===== config.mk =====
export PLATFORM = sky130hd
export DESIGN_NAME = mult_div_unit
export DESIGN_NICKNAME = d
export VERILOG_FILES = /design/src/rtl/mult_div_unit.sv
export SDC_FILE = /design/constraint.sdc
export NUM_CORES = 1
export LEC_CHECK = 0
export BUFFER_PORTS_ARGS = -buffer_cell sky130_fd_sc_hd__buf_2
export CAP_MARGIN = 20
export CORE_UTILIZATION = 25
export CTS_BUF_LIST = sky130_fd_sc_hd__clkbuf_16
export DETAILED_ROUTE_END_ITERATION = 7
export PLACE_DENSITY = 0.48
export SYNTH_ARGS = -nofsm -noshare
export SYNTH_HDL_FRONTEND = slang
export SYNTH_SLANG_ARGS = --single-unit

===== constraint.sdc =====
create_clock -name clk -period 7.42 [get_ports clk]
set_clock_uncertainty 0.2 [all_clocks]
set_input_delay 1.113 -clock clk [delete_from_list [all_inputs] [get_ports clk]]
set_output_delay 1.113 -clock clk [all_outputs]
set_load 0.03 [all_outputs]

===== src/rtl/mult_div_unit.sv =====
// mult_div_unit: iterative multiply/divide unit with architectural HI/LO.
//   - One operation in flight; start is sampled only in IDLE.
//   - Multiply: WIDTH-step shift-add on operand magnitudes.
//   - Divide: WIDTH-step restoring shift-subtract on operand magnitudes.
//   - FIXUP applies sign correction and writes HI/LO; DONE pulses done.
//   - MTHI/MTLO writes (hi_we/lo_we) are honoured only in IDLE, and lose to start.
// Configuration macro: MDU_SIGNED_EN
//   defined   -> op[1]=1 selects signed MULT/DIV (two's complement).
//   undefined -> op[1] is ignored; every operation is unsigned.
//   FIXUP is always one cycle, so latency is the same in both builds.
module mult_div_unit #(
  parameter int WIDTH = 32
) (
  input  logic             clk,
  input  logic             reset,
  input  logic             start,
  input  logic [1:0]       op,
  input  logic [WIDTH-1:0] a,
  input  logic [WIDTH-1:0] b,
  input  logic             hi_we,
  input  logic             lo_we,
  input  logic [WIDTH-1:0] wr_data,
  output logic             busy,
  output logic             done,
  output logic             div_by_zero,
  output logic [WIDTH-1:0] hi,
  output logic [WIDTH-1:0] lo
);

  localparam int CW = $clog2(WIDTH);
  localparam logic [CW-1:0] LAST_ITER = CW'(WIDTH - 1);

  typedef enum logic [1:0] {
    S_IDLE  = 2'd0,
    S_RUN   = 2'd1,
    S_FIXUP = 2'd2,
    S_DONE  = 2'd3
  } state_t;

  state_t state_q, state_d;

  // Control and architectural state (reset)
  logic [WIDTH-1:0] hi_q, hi_d;
  logic [WIDTH-1:0] lo_q, lo_d;
  logic             dbz_q, dbz_d;

  // Datapath working state (loaded at the start edge)
  logic [CW-1:0]      cnt_q, cnt_d;
  logic [2*WIDTH-1:0] acc_q, acc_d;     // mul: {partial, multiplier}; div: {rem, quotient}
  logic [WIDTH-1:0]   opd_q, opd_d;     // multiplicand / divisor magnitude
  logic               is_div_q, is_div_d;
  logic               neg_res_q, neg_res_d;  // negate product / quotient
  logic               neg_rem_q, neg_rem_d;  // negate remainder
  logic               bzero_q, bzero_d;      // divide by zero pending

  // Operand decode at the start edge
  logic             op_signed;
  logic             a_neg, b_neg;
  logic [WIDTH-1:0] a_mag, b_mag;
  logic             start_div_zero;

`ifdef MDU_SIGNED_EN
  assign op_signed = op[1];
`else
  logic unused_op_sign;
  assign unused_op_sign = op[1];
  assign op_signed      = 1'b0;
`endif

  assign a_neg          = op_signed & a[WIDTH-1];
  assign b_neg          = op_signed & b[WIDTH-1];
  assign a_mag          = a_neg ? (~a + 1'b1) : a;
  assign b_mag          = b_neg ? (~b + 1'b1) : b;
  assign start_div_zero = op[0] && (b == '0);

  // One RUN iteration for each operation type
  logic [WIDTH:0]     mul_sum;
  logic [2*WIDTH-1:0] mul_next;
  logic [WIDTH:0]     div_shift;
  logic [WIDTH:0]     div_diff;
  logic [2*WIDTH-1:0] div_next;

  assign mul_sum   = {1'b0, acc_q[2*WIDTH-1:WIDTH]} + (acc_q[0] ? {1'b0, opd_q} : '0);
  assign mul_next  = {mul_sum, acc_q[WIDTH-1:1]};
  // The remainder stays below the divisor, so diff[WIDTH] is a reliable borrow flag.
  assign div_shift = acc_q[2*WIDTH-1:WIDTH-1];
  assign div_diff  = div_shift - {1'b0, opd_q};
  assign div_next  = div_diff[WIDTH]
                   ? {div_shift[WIDTH-1:0], acc_q[WIDTH-2:0], 1'b0}
                   : {div_diff[WIDTH-1:0],  acc_q[WIDTH-2:0], 1'b1};

  // Sign-corrected results presented in FIXUP
  logic [2*WIDTH-1:0] prod_fix;
  logic [WIDTH-1:0]   quo_fix, rem_fix;

  assign prod_fix = neg_res_q ? (~acc_q + 1'b1) : acc_q;
  assign quo_fix  = neg_res_q ? (~acc_q[WIDTH-1:0] + 1'b1) : acc_q[WIDTH-1:0];
  assign rem_fix  = neg_rem_q ? (~acc_q[2*WIDTH-1:WIDTH] + 1'b1) : acc_q[2*WIDTH-1:WIDTH];

  // Next-state logic for the sequencing FSM
  always_comb begin
    // NOTE: every signal driven in a combinational block gets a default first, so no path leaves it unassigned and no latch is inferred.
    state_d = state_q;
    unique case (state_q)
      S_IDLE:  if (start) state_d = S_RUN;
      S_RUN:   if (cnt_q == LAST_ITER) state_d = S_FIXUP;
      S_FIXUP: state_d = S_DONE;
      S_DONE:  state_d = S_IDLE;
      default: state_d = S_IDLE;
    endcase
  end

  // Architectural HI/LO and div_by_zero next values
  always_comb begin
    hi_d  = hi_q;
    lo_d  = lo_q;
    dbz_d = dbz_q;
    unique case (state_q)
      S_IDLE: begin
        if (start) begin
          dbz_d = 1'b0;
        end else begin
          if (hi_we) hi_d = wr_data;
          if (lo_we) lo_d = wr_data;
        end
      end
      S_FIXUP: begin
        if (is_div_q) begin
          hi_d  = rem_fix;
          lo_d  = quo_fix;
          dbz_d = bzero_q;
        end else begin
          hi_d = prod_fix[2*WIDTH-1:WIDTH];
          lo_d = prod_fix[WIDTH-1:0];
        end
      end
      default: ;
    endcase
  end

  // Datapath next values: load on accepted start, iterate in RUN
  always_comb begin
    cnt_d     = cnt_q;
    acc_d     = acc_q;
    opd_d     = opd_q;
    is_div_d  = is_div_q;
    neg_res_d = neg_res_q;
    neg_rem_d = neg_rem_q;
    bzero_d   = bzero_q;
    if (state_q == S_IDLE && start) begin
      cnt_d    = '0;
      opd_d    = b_mag;
      is_div_d = op[0];
      bzero_d  = start_div_zero;
      if (start_div_zero) begin
        // Divide by zero: raw a flows through unchanged into the remainder.
        acc_d     = {{WIDTH{1'b0}}, a};
        neg_res_d = 1'b0;
        neg_rem_d = 1'b0;
      end else begin
        acc_d     = {{WIDTH{1'b0}}, a_mag};
        neg_res_d = a_neg ^ b_neg;
        neg_rem_d = op[0] & a_neg;
      end
    end else if (state_q == S_RUN) begin
      cnt_d = cnt_q + 1'b1;
      acc_d = is_div_q ? div_next : mul_next;
    end
  end

  // State register and architectural registers, synchronous active-high reset
  always_ff @(posedge clk) begin
    // NOTE: sequential state uses non-blocking assignments so every register samples pre-edge values.
    if (reset) begin
      state_q <= S_IDLE;
      hi_q    <= '0;
      lo_q    <= '0;
      dbz_q   <= 1'b0;
    end else begin
      state_q <= state_d;
      hi_q    <= hi_d;
      lo_q    <= lo_d;
      dbz_q   <= dbz_d;
    end
  end

  // Working datapath registers
  always_ff @(posedge clk) begin
    // NOTE: no reset here; every field is loaded at the start edge before it is ever read.
    cnt_q     <= cnt_d;
    acc_q     <= acc_d;
    opd_q     <= opd_d;
    is_div_q  <= is_div_d;
    neg_res_q <= neg_res_d;
    neg_rem_q <= neg_rem_d;
    bzero_q   <= bzero_d;
  end

  assign busy        = (state_q != S_IDLE);
  assign done        = (state_q == S_DONE);
  assign div_by_zero = dbz_q;
  assign hi          = hi_q;
  assign lo          = lo_q;

endmodule


==> results of run 1 <==
-- power groups by stage --
stage / combinational (mW) / clock, mW / sequential, mW
final: 3.39 / 0.843 / 1.76
after global routing: 3.76 / 0.901 / 1.81
after CTS: 3.38 / 0.861 / 1.76
after detailed placement: 3.37 / 0 / 1.78
after global placement: 3.34 / 0 / 1.78
after floorplan: 2.30 / 0 / 1.86
-- final cells by class --
type | count | area share, %
multi-input combinational | 988 | 50.2
sequential | 170 | 31.2
timing repair buffer | 182 | 7.36
tap | 585 | 5.62
clock buffer | 18 | 3.46
inverter | 54 | 1.57
clock inverter | 14 | 0.624
-- synth_stat cells, types with 3 or more instances --
cell	count
a21o_1	38
nor4_1	8
a21oi_2	4
a221oi_1	3
o21bai_1	4
mux2i_1	37
o2111ai_1	3
xor2_1	26
inv_1	51
nand2b_1	6
nand4_1	10
o21ai_1	3
o21ai_0	88
mux2_2	4
o31ai_1	10
edfxtp_1	66
dfxtp_1	104
o211ai_1	15
nand3_1	21
xnor2_1	26
a21oi_1	139
clkinv_1	3
nor3_1	12
clkbuf_1	56
buf_1	8
nand2_1	91
buf_2	4
and3_1	8
a31o_1	5
a31oi_1	19
nor2_1	118
a311oi_1	4
ha_1	71
o21a_1	14
a211oi_1	73
or3_1	7
a32o_1	5
and2_1	38
nor2b_1	37
-- metrics by stage --
stage | worst slack [ps] | cells
6_report | 2820 | 2011
5_1_grt | 2600 | 2011
4_1_cts | 2840 | 2010
3_5_place_dp | 2870 | 1978
3_3_place_gp | 2870 | 1978
2_1_floorplan | 4100 | 1283
-- kinds of logic after synthesis --
logic type                 after synthesis  synth area share (%)
and+or+nand+nor                        366                  15.8
buffers and inverters                  125                  4.45
DFF                                    170                  36.7
xor gates and xnor gates                54                  4.61
AOI/OAI and AO/OA                      453                  26.2
muxes                                   42                  3.85
adders and majority gates               73                  8.38
-- path summary, 6_finish.rpt --
check	startpoint	to
min	lo[11]$_SDFFE_PP0P_	lo[11]$_SDFFE_PP0P_
min reg2reg	lo[11]$_SDFFE_PP0P_	lo[11]$_SDFFE_PP0P_
max	acc_q[31]$_DFFE_PP_	acc_q[63]$_SDFFE_PP0P_
max reg2reg	acc_q[31]$_DFFE_PP_	acc_q[63]$_SDFFE_PP0P_
-- registers in the layout (all words and copies together) (netlist names) --
register	cells
is_div_q	1
lo	32
state_q	2
opd_q	32
div_by_zero	1
cnt_q	5
bzero_q	1
hi	32
acc_q	64
-- placed cells by master, fill, tap and decap left out, drive strengths merged, types with 3 or more instances in the layout --
cell type and count:
inv 58, clkbuf 18, nor4 8, mux2 5
o2111ai 3, ha 71, a2111oi 3, a31o 5
xnor2 27, a211oi 74, a221oi 3, o21ai 91
nand4 10, o21a 14, nand2b 6, and2 38
mux2i 37, a31oi 19, nor2 119, nand3 21
o21bai 4, xor2 27, a21o 39, nor3 13
a21oi 143, a311oi 4, a21boi 3, nand2 91
clkinv 8, nor2b 37, o31ai 10, or3 7
and3 8, o211ai 15, dfxtp 104, buf 182
a32o 5, edfxtp 66
-- worst register-to-register path, stage by stage, from the launching register on --
cell and delay (ps):
edfxtp_1 520, inv_1 80, ha_1 250, fa_1 420, nand2b_1 190, a21oi_1 380, o21ai_1 250, a211oi_2 450
o221a_4 360, xor2_4 760, nor2_1 80, o31ai_1 380, a31oi_1 130
-- routing by layer --
metal  part of all wire, %  track usage [%]
met1                    47             22.8
met2                    48             27.8
met3                   3.8             2.54
met4                   1.1             3.52
met5                     0                0
==> key figures, run 1 <==
Synth
  • Mean Syn Cell Area: 8.63 um2
  • Syn Inst Count: 1,283
  • Mapped Area: 0.0111 mm2
  • Largest cells by area after synthesis: dfxtp_1 19%, edfxtp_1 18%, ha_1 8.0%
  • Yosys top cell area share: 18.8%
  • Number of synthesized flops with an enable pin: 66
  • Post-synth ARST share: 0%
  • Synth cell types: 72
  • Synthesized Nets: 1,459
  • Largest area contributor in the netlist: dfxtp_1
  • Ys flop type: dfxtp_1
  • Flip-flop and latch count after synthesis: 170
  • Synth warn: 0
  • Sequential fraction of the synthesis area: 36.7%

Route
  • Routed WL: 37.7 mm
  • Per-cell routed wire length: 18.7 um
  • Antenna viol nets, final: 0
  • Initial DRC count: 580
  • DRT Pass-1 Iters: 5
  • Vias per cell: 4.99
  • Via count: 10,000
  • DRC Markers: 0

Critical path
  • Reg2Reg Setup Slack: 2820 ps
  • WS Path Type: register to register
  • Crit start category: register
  • Crit-path max FO: 25
  • Worst R2R Path Depth: 12
  • WP buf/inv: 1
  • CP Data Required Time: 7500 ps
  • CP arrival: 4680 ps
  • Slowest CP cell: xor2_4
  • Critical Path Sink Type: register
  • Max stage delay on crit path: 750 ps
  • CP cell instances: inv_1 > ha_1 > fa_1 > nand2b_1 > a21oi_1 > o21ai_1 > a211oi_2 > o221a_4 > xor2_4 > nor2_1 > o31ai_1 > a31oi_1
  • Top delay family on crit path: compound AO/OA/AOI/OAI gates
  • Stages on worst setup path: 12

Clocking
  • H-tree levels: 4
  • Post_cts resized: 0
  • Clk_lat worst skew: 440 ps
  • Clock slew at reported path FFs: 70 ps
  • Hold Buf Count CTS: 0
  • CTS tree: built
  • CTS Buffer Depth: 2
  • Root buffer cell: clkbuf_16
  • Postcts setup bufs: 0
  • Clock Sinks: 170
  • Num CTS Buffers: 17

Finish
  • Share of cells above drive strength 1: 16.5%
  • Area of the multi-input gates: 0.00654 mm2
  • Fillers: 4,716
  • Final instance area: 0.0130 mm2
  • Flip-flop and latch area: 0.00406 mm2
  • Synth-to-layout area growth: 17.6%
  • Antenna cells: 0
  • Finished Core Util: 30.0%
  • Nets: 1,589

Placed design
  • Gp weighted congestion: 0.870
  • Dpl hpwl: 28.6 mm
  • Area of placed instances: 0.0125 mm2
  • # port buffers: 168

Pwr
  • Peak VDD IR: 0.000154 V
  • Int Pwr: 3.07 mW
  • Net Sw Power: 2.92 mW
  • Leak: 5.57 nW
  • Sw Share: 48.8%
  • Total power: 5.99 mW
  • Clock Power Share: 14.1%
  • Pwr dens: 460 mW/mm2
  • Comb pwr share: 56.6%
  • Flop pwr share: 29.4%

STA
  • Period minus WS final: 4600 ps
  • Final period utilization: 62.0%
  • Max Freq: 0.217 GHz
  • Final hold vios: 0
  • Hold_ws: 296 ps
  • Max_slew headroom: 21.6%
  • Setup_tns: 0 ps
  • Slew Viols, Final: 0
  • Slew @ Worst Pin: 1150 ps
  • Setup violators final: 0
  • RSZ-0062 raised after global routing: false

Floorplanning
  • Die H: 213 um
  • Core area: 0.0434 mm2
  • Die W: 213 um
  • FP Rows: 76
  • Initial core utilization: 25.5%
  • DIE AREA: 0.0452 mm2
  • I/O pin count: 170

Run status
  • Status: completed

Global route
  • Vias in the first global route: 9,549
  • First-pass GRT wire length: 57.2 mm
  • Pin count of the biggest net entering global routing: 68
  • Initial antenna violation count: 0
  • Remaining global-route overflow: 0
  • Total Routing Usage GR: 16.7%

Worst hold path
  • Hold/Removal Path Class: register to register
  • Hold Path Depth: 2

Job
  • Maxcap violations: 0
Note: power is estimated with default switching activity, not from simulation.
==> inputs of run 2 (changes only) <==
--- a/config.mk
+++ b/config.mk
@@ -10,7 +10,7 @@
 export CORE_UTILIZATION = 25
 export CTS_BUF_LIST = sky130_fd_sc_hd__clkbuf_16
 export DETAILED_ROUTE_END_ITERATION = 7
-export PLACE_DENSITY = 0.48
+export PLACE_DENSITY = 0.49
 export SYNTH_ARGS = -nofsm -noshare
 export SYNTH_HDL_FRONTEND = slang
 export SYNTH_SLANG_ARGS = --single-unit
==> constraint.sdc (replaced) <==
create_clock -name clk -period 4.1 [get_ports clk]
set_clock_uncertainty 0.2 [all_clocks]
set_input_delay 0.615 -clock clk [delete_from_list [all_inputs] [get_ports clk]]
set_output_delay 0.615 -clock clk [all_outputs]
set_load 0.03 [all_outputs]
==> key figures, run 2 (synthesized netlist as in run 1, its figures left out) <==
Route
  • DRT Pass-1 Iters: 5
  • Antenna viol nets, final: 0
  • Routed WL: 37.9 mm
  • Vias per cell: 4.93
  • Per-cell routed wire length: 18.6 um
  • Initial DRC count: 611
  • DRC Markers: 0
  • Via count: 10,100

Clocking
  • H-tree levels: 4
  • Hold Buf Count CTS: 0
  • Num CTS Buffers: 17
  • Clk_lat worst skew: 460 ps
  • CTS Buffer Depth: 2
  • Root buffer cell: clkbuf_16
  • CTS tree: built
  • Post_cts resized: 0
  • Clock Sinks: 170
  • Clock slew at reported path FFs: 70 ps
  • Postcts setup bufs: 0

Worst hold path
  • Hold/Removal Path Class: input pin to register

Critical path
  • Crit start category: register
  • Critical Path Sink Type: register
  • Worst r2r src: acc_q[0]$_DFFE_PP_
  • CP arrival: 4010 ps
  • Reg2Reg Setup Slack: 250 ps
  • Worst R2R Path Depth: 12
  • Worst setup path startpoint: acc_q[0]$_DFFE_PP_
  • Critical path endpoint: acc_q[59]$_SDFFE_PP0P_
  • WS Path Type: register to register
  • Worst r2r dst: acc_q[59]$_SDFFE_PP0P_
  • CP Data Required Time: 4260 ps
  • Crit-path max FO: 7

Finish
  • Nets: 1,619
  • Final instance area: 0.0133 mm2
  • Finished Core Util: 30.7%
  • Final std cells w/o fill: 2,041
  • Max reg flops: 64
  • Largest Register: acc_q
  • Share of cells above drive strength 1: 18.2%
  • Fillers: 4,735
  • Synth-to-layout area growth: 20.0%
  • Most frequent cells in the layout: 168 x buf_2, 139 x a21oi_1, 118 x nor2_1, 104 x dfxtp_1, 91 x nand2_1
  • Commonest non-fill, non-tap cell in the layout: buf_2
  • Antenna cells: 0

Placed design
  • Gp weighted congestion: 0.858
  • # port buffers: 168
  • Placed insts: 2,009
  • Dpl hpwl: 28.7 mm
  • Area of placed instances: 0.0128 mm2
  • Pre-CTS WS: 341 ps

STA
  • Max_slew headroom: 31.5%
  • Setup WS post-layout: 254 ps
  • Final hold vios: 0
  • Period minus WS final: 3850 ps
  • Max Freq: 0.260 GHz
  • Setup_tns: 0 ps
  • Final period utilization: 93.8%
  • Slew @ Worst Pin: 1030 ps
  • RSZ-0062 raised after global routing: false
  • Slew Viols, Final: 0
  • Setup violators final: 0

Pwr
  • Int Pwr: 5.76 mW
  • Comb pwr share: 58.1%
  • Sw Share: 47.9%
  • Peak VDD IR: 0.000373 V
  • Net Sw Power: 5.30 mW
  • Leak: 5.74 nW
  • Clock Power Share: 14.1%
  • Flop pwr share: 27.9%
  • Pwr dens: 832 mW/mm2

Run status
  • Status: completed

Global route
  • Pin count of the biggest net entering global routing: 77
  • Initial antenna violation count: 1
  • Remaining global-route overflow: 0
  • Total Routing Usage GR: 16.7%
  • Vias in the first global route: 9,646
  • First-pass GRT wire length: 56.8 mm

Floorplanning
  • FP Rows: 76
  • Initial core utilization: 25.5%
  • DIE AREA: 0.0452 mm2
  • Die H: 213 um
  • I/O pin count: 170
  • Core area: 0.0434 mm2
  • Die W: 213 um

Job
  • Maxcap violations: 0
-- run 2: cell count changes in the layout (fill, tap and decap cells not counted), sizes merged --
cell and change:
buf +30, bufinv +1, clkbuf -1, clkinv +1, clkinvlp -1
-- run 2: how the worst min path moves through the flow --
stage                                  start                  endpoint  slack, ps  depth (start not counted)
global route                           b[18]       opd_q[18]$_DFFE_PP_        120                          1
global placement    div_by_zero$_SDFFE_PP0P_  div_by_zero$_SDFFE_PP0P_        280                          2
floorplan              cnt_q[4]$_SDFFE_PP0P_     cnt_q[4]$_SDFFE_PP0P_        270                          2
detailed placement  div_by_zero$_SDFFE_PP0P_  div_by_zero$_SDFFE_PP0P_        290                          2
CTS                                    b[18]       opd_q[18]$_DFFE_PP_        120                          1
finish                                 b[18]       opd_q[18]$_DFFE_PP_        140                          1
-- run 2: routing by layer --
| metal | vias up | global-route usage, % | routed length [um] |
|---|---|---|---|
| li1 | 5041 | - | - |
| met1 | 4774 | 22.7 | 18100 |
| met2 | 217 | 27.2 | 17800 |
| met3 | 37 | 2.78 | 1380 |
| met4 | 0 | 4.29 | 612 |
| met5 | - | 0 | 0 |
-- run 2: critical path: stages, from the launching register on --
cell,delay [ps]
edfxtp_1,490
and2_1,170
ha_1,230
fa_1,270
a211oi_1,110
o21ai_1,310
a311o_2,300
or4b_4,530
and2_1,210
o31ai_1,350
xor2_1,210
o22ai_1,110
o31ai_1,240
-- run 2: metrics by stage --
| stage | hold WS [ps] | power, mW |
|---|---|---|
| 4_1_cts | 116 | 11.1 |
| 3_3_place_gp | 278 | 9.45 |
| 2_1_floorplan | 267 | 7.53 |
| 3_5_place_dp | 285 | 9.51 |
| 5_1_grt | 123 | 11.9 |
| 6_report | 139 | 11.1 |
-- run 2: area by class of cell --
cell class,count,area [um2],share of cell area [%]
Clock buffer,17,425,3.20
Clock inverter,15,109,0.819
Inverter,54,204,1.53
Multi-Input combinational cell,988,6540,49.2
Sequential cell,170,4060,30.6
Tap cell,585,732,5.51
Timing Repair Buffer,212,1220,9.19
-- run 2: power groups by stage --
stage | registers (mW) | logic (mW) | clock network [mW]
finish | 3.08 | 6.42 | 1.56
global route | 3.17 | 7.08 | 1.66
CTS | 3.09 | 6.42 | 1.60
detailed placement | 3.12 | 6.39 | 0
global placement | 3.11 | 6.34 | 0
floorplan | 3.36 | 4.16 | 0
